`config.mk`:
```
export PLATFORM = sky130hd
export DESIGN_NAME = alu_md_controller_flat
export DESIGN_NICKNAME = d
export VERILOG_FILES = /design/src/rtl/alu_md_controller_if.sv /design/src/rtl/alu_md_controller.sv /design/src/flat_wrapper.sv
export SDC_FILE = /design/constraint.sdc
export NUM_CORES = 1
export LEC_CHECK = 0
export ABC_AREA = 1
export CELL_PAD_IN_SITES_DETAIL_PLACEMENT = 0
export CELL_PAD_IN_SITES_GLOBAL_PLACEMENT = 1
export CORE_ASPECT_RATIO = 1.75
export CORE_MARGIN = 4
export CORE_UTILIZATION = 45
export DETAILED_ROUTE_END_ITERATION = 10
export GPL_TIMING_DRIVEN = 0
export PLACE_DENSITY = 0.93
export SLEW_MARGIN = 25
export SYNTH_ARGS = -nofsm -noshare
export SYNTH_HDL_FRONTEND = slang
export SYNTH_SLANG_ARGS = --single-unit
```
`constraint.sdc`:
```
create_clock -name clk -period 12.75 [get_ports clk]
set_input_delay 2.55 -clock clk [delete_from_list [all_inputs] [get_ports clk]]
set_output_delay 2.55 -clock clk [all_outputs]
set_load 0.01 [all_outputs]
```
`src/rtl/alu_md_controller_if.sv`:
```
// ALU control / multiply-divide handshake bundle.
// master: instruction-side driver (decode fields, operands, valid/flush);
//         receives the ALU operation select and the md engine status/result.
// slave : alu_md_controller side of the same signals.
interface alu_md_controller_if #(
   parameter int unsigned DATA_W = 32
);
   logic [1:0]        alu_op;
   logic [6:0]        funct7;
   logic [2:0]        funct3;
   logic              valid_i;
   logic              flush_i;
   logic [DATA_W-1:0] src_a;
   logic [DATA_W-1:0] src_b;
   logic [3:0]        operation;
   logic              md_busy;
   logic              md_done;
   logic [DATA_W-1:0] md_result;

   modport master (
      output alu_op, funct7, funct3, valid_i, flush_i, src_a, src_b,
      input  operation, md_busy, md_done, md_result
   );

   modport slave (
      input  alu_op, funct7, funct3, valid_i, flush_i, src_a, src_b,
      output operation, md_busy, md_done, md_result
   );
endinterface

```
`src/rtl/alu_md_controller.sv`:
```
// ALU operation decoder plus iterative RV32M-style multiply/divide engine.
// Ports:
//   clk   - clock, rising edge
//   reset - asynchronous active-high reset
//   bus   - alu_md_controller_if.slave:
//           in : alu_op, funct7, funct3, valid_i, flush_i, src_a, src_b
//           out: operation (comb ALU select), md_busy (stall request),
//                md_done (one-cycle completion pulse), md_result
module alu_md_controller #(
   parameter int unsigned DATA_W = 32,
   parameter bit          EN_MD  = 1'b1
) (
   input logic              clk,
   input logic              reset,
   alu_md_controller_if.slave bus
);
   localparam int unsigned CW = $clog2(DATA_W);

   typedef enum logic [1:0] {IDLE, CALC, DONE} state_t;

   state_t            state;
   logic [CW-1:0]     cnt;
   logic [2:0]        op_q;
   logic              sa_q, sb_q;
   logic [DATA_W-1:0] m_q;      // multiplicand (mul) or divisor (div) magnitude
   logic [DATA_W-1:0] hi, lo;   // product high/low, or remainder/quotient
   logic [DATA_W-1:0] res_q;    // result of the op sitting in DONE
   logic [DATA_W-1:0] hold_q;   // last retired result

   logic [3:0]          op_c;
   logic                md_req;
   logic                a_sgn, b_sgn, sa, sb;
   logic [DATA_W-1:0]   a_mag, b_mag;
   logic [DATA_W:0]     sum, shl;
   logic                ge;
   logic [DATA_W-1:0]   hi_n, lo_n, res_n;
   logic [2*DATA_W-1:0] prod, prod_s;

   // ALU operation select, purely combinational
   always_comb begin
      op_c = 4'b0000;
      case (bus.alu_op)
         2'b00: op_c = 4'b0010;
         2'b11: op_c = 4'b1101;
         2'b01: begin
            case (bus.funct3)
               3'b000:  op_c = 4'b1000;
               3'b001:  op_c = 4'b1001;
               3'b100:  op_c = 4'b1010;
               3'b101:  op_c = 4'b1011;
               default: op_c = 4'b0000;
            endcase
         end
         default: begin
            if (bus.funct7 != 7'b0000001) begin
               case (bus.funct3)
                  3'b000:  op_c = (bus.funct7 == 7'b0100000) ? 4'b0101 : 4'b0010;
                  3'b001:  op_c = 4'b0011;
                  3'b010:  op_c = 4'b0111;
                  3'b100:  op_c = 4'b1100;
                  3'b101:  op_c = (bus.funct7 == 7'b0100000) ? 4'b0110 : 4'b0100;
                  3'b110:  op_c = 4'b0001;
                  default: op_c = 4'b0000;
               endcase
            end
         end
      endcase
   end

   assign md_req = EN_MD && bus.valid_i && !bus.flush_i &&
                   (bus.alu_op == 2'b10) && (bus.funct7 == 7'b0000001);

   // Operand sign handling: the engine works on magnitudes only
   always_comb begin
      a_sgn = (bus.funct3 == 3'b001) || (bus.funct3 == 3'b010) ||
              (bus.funct3 == 3'b100) || (bus.funct3 == 3'b110);
      b_sgn = (bus.funct3 == 3'b001) || (bus.funct3 == 3'b100) ||
              (bus.funct3 == 3'b110);
      sa    = a_sgn && bus.src_a[DATA_W-1];
      sb    = b_sgn && bus.src_b[DATA_W-1];
      a_mag = sa ? -bus.src_a : bus.src_a;
      b_mag = sb ? -bus.src_b : bus.src_b;
   end

   // One iteration: shift-add multiply or restoring divide step
   always_comb begin
      sum  = {1'b0, hi} + (lo[0] ? {1'b0, m_q} : '0);
      shl  = {hi, lo[DATA_W-1]};
      ge   = shl >= {1'b0, m_q};
      if (op_q[2]) begin
         hi_n = ge ? DATA_W'(shl - {1'b0, m_q}) : shl[DATA_W-1:0];
         lo_n = {lo[DATA_W-2:0], ge};
      end else begin
         hi_n = sum[DATA_W:1];
         lo_n = {sum[0], lo[DATA_W-1:1]};
      end
   end

   // Sign fix-up and result selection on the final iteration
   always_comb begin
      prod   = {hi_n, lo_n};
      prod_s = (sa_q ^ sb_q) ? -prod : prod;
      res_n  = '0;
      case (op_q)
         3'b000:        res_n = prod_s[DATA_W-1:0];
         3'b001, 3'b010,
         3'b011:        res_n = prod_s[2*DATA_W-1:DATA_W];
         3'b100, 3'b101: begin
            if (m_q == '0) res_n = '1;
            else           res_n = (sa_q ^ sb_q) ? -lo_n : lo_n;
         end
         default:       res_n = sa_q ? -hi_n : hi_n;
      endcase
   end

   // Control FSM and datapath registers
   always_ff @(posedge clk or posedge reset) begin
      if (reset) begin
         state  <= IDLE;
         cnt    <= '0;
         op_q   <= '0;
         sa_q   <= 1'b0;
         sb_q   <= 1'b0;
         m_q    <= '0;
         hi     <= '0;
         lo     <= '0;
         res_q  <= '0;
         hold_q <= '0;
      end else begin
         case (state)
            IDLE: begin
               if (md_req) begin
                  op_q  <= bus.funct3;
                  sa_q  <= sa;
                  sb_q  <= sb;
                  m_q   <= bus.funct3[2] ? b_mag : a_mag;
                  lo    <= bus.funct3[2] ? a_mag : b_mag;
                  hi    <= '0;
                  cnt   <= '0;
                  state <= CALC;
               end
            end
            CALC: begin
               if (bus.flush_i) begin
                  state <= IDLE;
               end else begin
                  hi  <= hi_n;
                  lo  <= lo_n;
                  cnt <= cnt + CW'(1);
                  if (cnt == CW'(DATA_W - 1)) begin
                     res_q <= res_n;
                     state <= DONE;
                  end
               end
            end
            DONE: begin
               // a flushed op retires without publishing its result
               if (!bus.flush_i) hold_q <= res_q;
               state <= IDLE;
            end
            default: state <= IDLE;
         endcase
      end
   end

   assign bus.operation = op_c;
   assign bus.md_busy   = (state == CALC) || ((state == IDLE) && md_req);
   assign bus.md_done   = (state == DONE) && !bus.flush_i;
   assign bus.md_result = bus.md_done ? res_q : hold_q;

endmodule

```
`src/flat_wrapper.sv`:
```
// flat-port wrapper written by rule: the top's interface ports become plain ports
module alu_md_controller_flat 
#(
   parameter int unsigned DATA_W = 32,
   parameter bit          EN_MD  = 1'b1
)
  (clk, reset, bus_alu_op, bus_funct7, bus_funct3, bus_valid_i, bus_flush_i, bus_src_a, bus_src_b, bus_operation, bus_md_busy, bus_md_done, bus_md_result);
  alu_md_controller_if #(.DATA_W(DATA_W)) bus_i ();
  input logic clk;
  input logic reset;
  input wire logic [$bits(bus_i.alu_op)-1:0] bus_alu_op;
  input wire logic [$bits(bus_i.funct7)-1:0] bus_funct7;
  input wire logic [$bits(bus_i.funct3)-1:0] bus_funct3;
  input wire logic [$bits(bus_i.valid_i)-1:0] bus_valid_i;
  input wire logic [$bits(bus_i.flush_i)-1:0] bus_flush_i;
  input wire logic [$bits(bus_i.src_a)-1:0] bus_src_a;
  input wire logic [$bits(bus_i.src_b)-1:0] bus_src_b;
  output wire logic [$bits(bus_i.operation)-1:0] bus_operation;
  output wire logic [$bits(bus_i.md_busy)-1:0] bus_md_busy;
  output wire logic [$bits(bus_i.md_done)-1:0] bus_md_done;
  output wire logic [$bits(bus_i.md_result)-1:0] bus_md_result;
  assign bus_i.alu_op = bus_alu_op;
  assign bus_i.funct7 = bus_funct7;
  assign bus_i.funct3 = bus_funct3;
  assign bus_i.valid_i = bus_valid_i;
  assign bus_i.flush_i = bus_flush_i;
  assign bus_i.src_a = bus_src_a;
  assign bus_i.src_b = bus_src_b;
  assign bus_operation = bus_i.operation;
  assign bus_md_busy = bus_i.md_busy;
  assign bus_md_done = bus_i.md_done;
  assign bus_md_result = bus_i.md_result;
  alu_md_controller #(.DATA_W(DATA_W), .EN_MD(EN_MD)) u_core (.clk(clk), .reset(reset), .bus(bus_i));
endmodule
```
==> results by group <==
Logic synthesis
  – Ys flop type: dfrtp_1
  – Net Count, Synth: 3172
  – Seq/Total Area, Yosys: 23.7%
  – Top area cells in the synthesized netlist: dfrtp_1 24%, nand2_1 19%, inv_1 8.5%
  – Count of different cell masters after synthesis: between 50 and 60
  – Most frequent cell after synthesis: nand2_1
  – EDFF count, synth: 0
  – Synthesized area: between 0.015 and 0.02 sq mm
  – Async set or reset register ratio after synthesis: 100%
  – Synth top cells by count: 935 x nand2_1, 412 x inv_1, 285 x nor2_1, 250 x nand3_1, 172 x dfrtp_1
  – Synthesis Warnings: 0
  – Yosys top cell by area: dfrtp_1
  – Yosys top cell area share: 23.7%
  – #FFs+latches synth: 172
  – Avg Inst Size Synth: approximately 6.0 sq um
  – Cells after Synth: a little over 3000

Cells and area
  – Area Overhead vs Synth: 13.3%
  – Share of cells above drive strength 1: 5.96%
  – Final net count: 3309
  – # diodes: 0

Worst setup path
  – Slowest-stage cell, CP: nor3_2
  – R2R Path End: u_core.res_q[10]
  – CP Class: primary input to output port
  – Slowest stage delay, CP: ~0.7 ns
  – Worst setup EP type: output port
  – FF-to-FF Start: u_core.m_q[16]
  – CP arrival: 5.80 ns
  – Reg2reg setup slack: roughly 7.6 ns
  – FF-to-FF path depth: 27
  – Critical Path RT: 10.20 ns
  – Worst path cell trace: clkdlybuf4s50_1 -> nor3_1 -> nand2_1 -> nor2_1 -> nand4_1 -> nor3_2 -> inv_1 -> clkbuf_1 -> clkbuf_1 -> nand2_1 -> clkdlybuf4s50_1
  – Worst Setup SP: bus_funct7[2]
  – Startpoint types: primary input
  – Critical-path maximum fanout: 10

Detailed routing
  – DR iter-0 viols: 2388
  – Detailed-route wire length: approximately 86000 um
  – Post-DR vias/cell: just under 6
  – Drc violations: 0
  – 1st-pass router iterations: 8
  – Antenna viol nets, final: 0
  – Drt wl/cell: 23.6 um
  – Vias: 21359

Die
  – IO Pins: between 100 and 150
  – Die H: between 200 and 300 um
  – Die area: between 0.04 and 0.05 sq mm
  – Die W: ~160 um
  – Core Rows: between 90 and 100
  – Initial Utilization: 45.4%
  – Core ar.: between 0.04 and 0.05 sq mm

Timing
  – Final worst slack: around 4.4 ns
  – Crit share post-route: 65.5%
  – Worst-Margin Slew: a little over 1 ns
  – Setup Viol. Count Final: 0
  – Fin Clk Skew: around 0.013 ns
  – Maximum clock frequency: roughly 0.12 GHz
  – Final min period: between 8 and 9 ns
  – Unrepaired setup endpoints after global routing: no
  – Fin. Hold Viols: 0
  – Max_slew headroom: 31.9%
  – Max Slew Vio Count: 0
  – Setup tns final: 0 ns

Min path
  – Hold EP: u_core.hold_q[26]
  – Hold path cells: 2
  – Hold wc startpoint: u_core.hold_q[26]
  – Worst Hold Class: register to register

Global routing
  – Overall Global Routing Usage: 38.5%
  – Initial antenna violation count: 0
  – Total grt overflow: 0
  – Number of global-route vias before repair: ~21000
  – First-pass GRT wire length: 127000 um
  – Pin count of the biggest net entering global routing: 96

CTS
  – Buffer count from post-CTS setup fixing: 0
  – Root Driver: clkbuf_16
  – Post-cts gate resize count: 0
  – H-tree depth: 4
  – Worst skew pair latency: between 0.4 and 0.5 ns
  – Clk sinks: about 170
  – CTS clk-pin slew, worst paths: roughly 0.070 ns
  – TritonCTS clock tree: yes
  – Post-CTS Hold Buffers: 0
  – CTS Buffer Depth: 2
  – Inserted Clock Buffers: 17

Power and ir drop
  – Leak: 10.8 nW
  – Maximum vdd drop: 0.0000693 V
  – Pwr/cell area: around 110 mW/mm^2

Placement
  – Port Buffers: between 100 and 150
  – Pre-CTS WS: ~4.5 ns
  – Post-DP HPWL: between 70000 and 80000 um
  – Final Wtd Congestion: roughly 1.2

Flow run
  – MaxCap Viol Count: 0

Status
  – Status: completed
[state kept, by name, summed over array words and instances, names as in the netlist]
signal / cells
u_core.hi: 32
u_core.lo: 32
u_core.m_q: 32
u_core.cnt: 5
u_core.sb_q: 1
u_core.state: 2
u_core.op_q: 3
u_core.res_q: 32
u_core.hold_q: 32
u_core.sa_q: 1
[critical path: cells and delay by family]
family,cells,cell delay (ns)
buf+inv,5,1.75
simple gates,6,1.49
[logic make-up (layout without fill, tap and decap cells)]
| kind of cell | count (synthesis) | after routing | share of synthesized area [%] |
|---|---|---|---|
| AND/OR/NAND/NOR | 1673 | 1673 | 40.0 |
| buffers and inverters | 542 | 692 | 11.8 |
| AO/OA/AOI/OAI | 463 | 463 | 14.7 |
| flip-flops | 172 | 172 | 23.7 |
| XOR/XNOR | 98 | 98 | 4.72 |
| adder cells (fa/ha/maj) | 72 | 72 | 5.03 |
[placed cells by master, fill, tap and decap left out, types with 15 or more instances in the layout]
master           instances
o211ai_1                19
a21oi_1                147
o21ai_0                144
nor2_2                  25
nand2_1                935
o22ai_1                 30
nand2_2                 18
dfrtp_1                172
ha_1                    70
clkbuf_1                66
nor2_1                 285
o21ai_1                 31
o221ai_1                29
clkbuf_16               17
nor3_1                  32
clkdlybuf4s50_1        117
inv_2                   27
nand3_2                 15
inv_1                  411
xor2_1                  72
xnor2_1                 26
nand3_1                250
nand4_1                 49
[layout make-up]
type	count	area, sq um
plain buffers	100	490
clock buffers	17	425
clock inverters	15	176
fillers	4322	19400
inverters	442	1670
multi-input cells	2306	11700
flip-flops and latches	172	4300
well taps	495	619
repair buffers	118	1200
[report_power, final]
part / switching, mW / leakage (nW) / total, mW / internal [mW]
registers: 0.0567 / 2.08 / 0.635 / 0.578
logic: 0.772 / 8.48 / 1.08 / 0.309
clock network: 0.272 / 0.286 / 0.537 / 0.264
total: 1.10 / 10.8 / 2.25 / 1.15
[layer usage]
layer,global-route usage [%],part of all wire (%)
met5,0,0
met4,36.6,12
met3,7.28,7.9
met2,64.1,46
met1,40.5,34
[per-stage QoR]
stage	util [%]	hold WS, ns	instances	instance area (sq um)	total power, mW
finish	51.5	0.482	3665	20600	2.25
global route	51.5	0.502	3665	20600	2.35
CTS	51.5	0.484	3665	20600	2.21
detailed placement	50.0	0.465	3633	20000	1.68
global placement	49.9	0.460	3632	20000	1.67
floorplan	-	0.449	3020	18200	1.28
[worst max path at each step]
stage / end / slack, ns
global placement: u_core.op_q[0] / 3.33
detailed placement: bus_md_busy / 4.46
CTS: bus_md_busy / 4.44
global route: bus_md_busy / 4.10
finish: bus_md_busy / 4.40
floorplan: u_core.cnt[0] / 5.54
No activity file was read; power rests on OpenSTA's default activity.
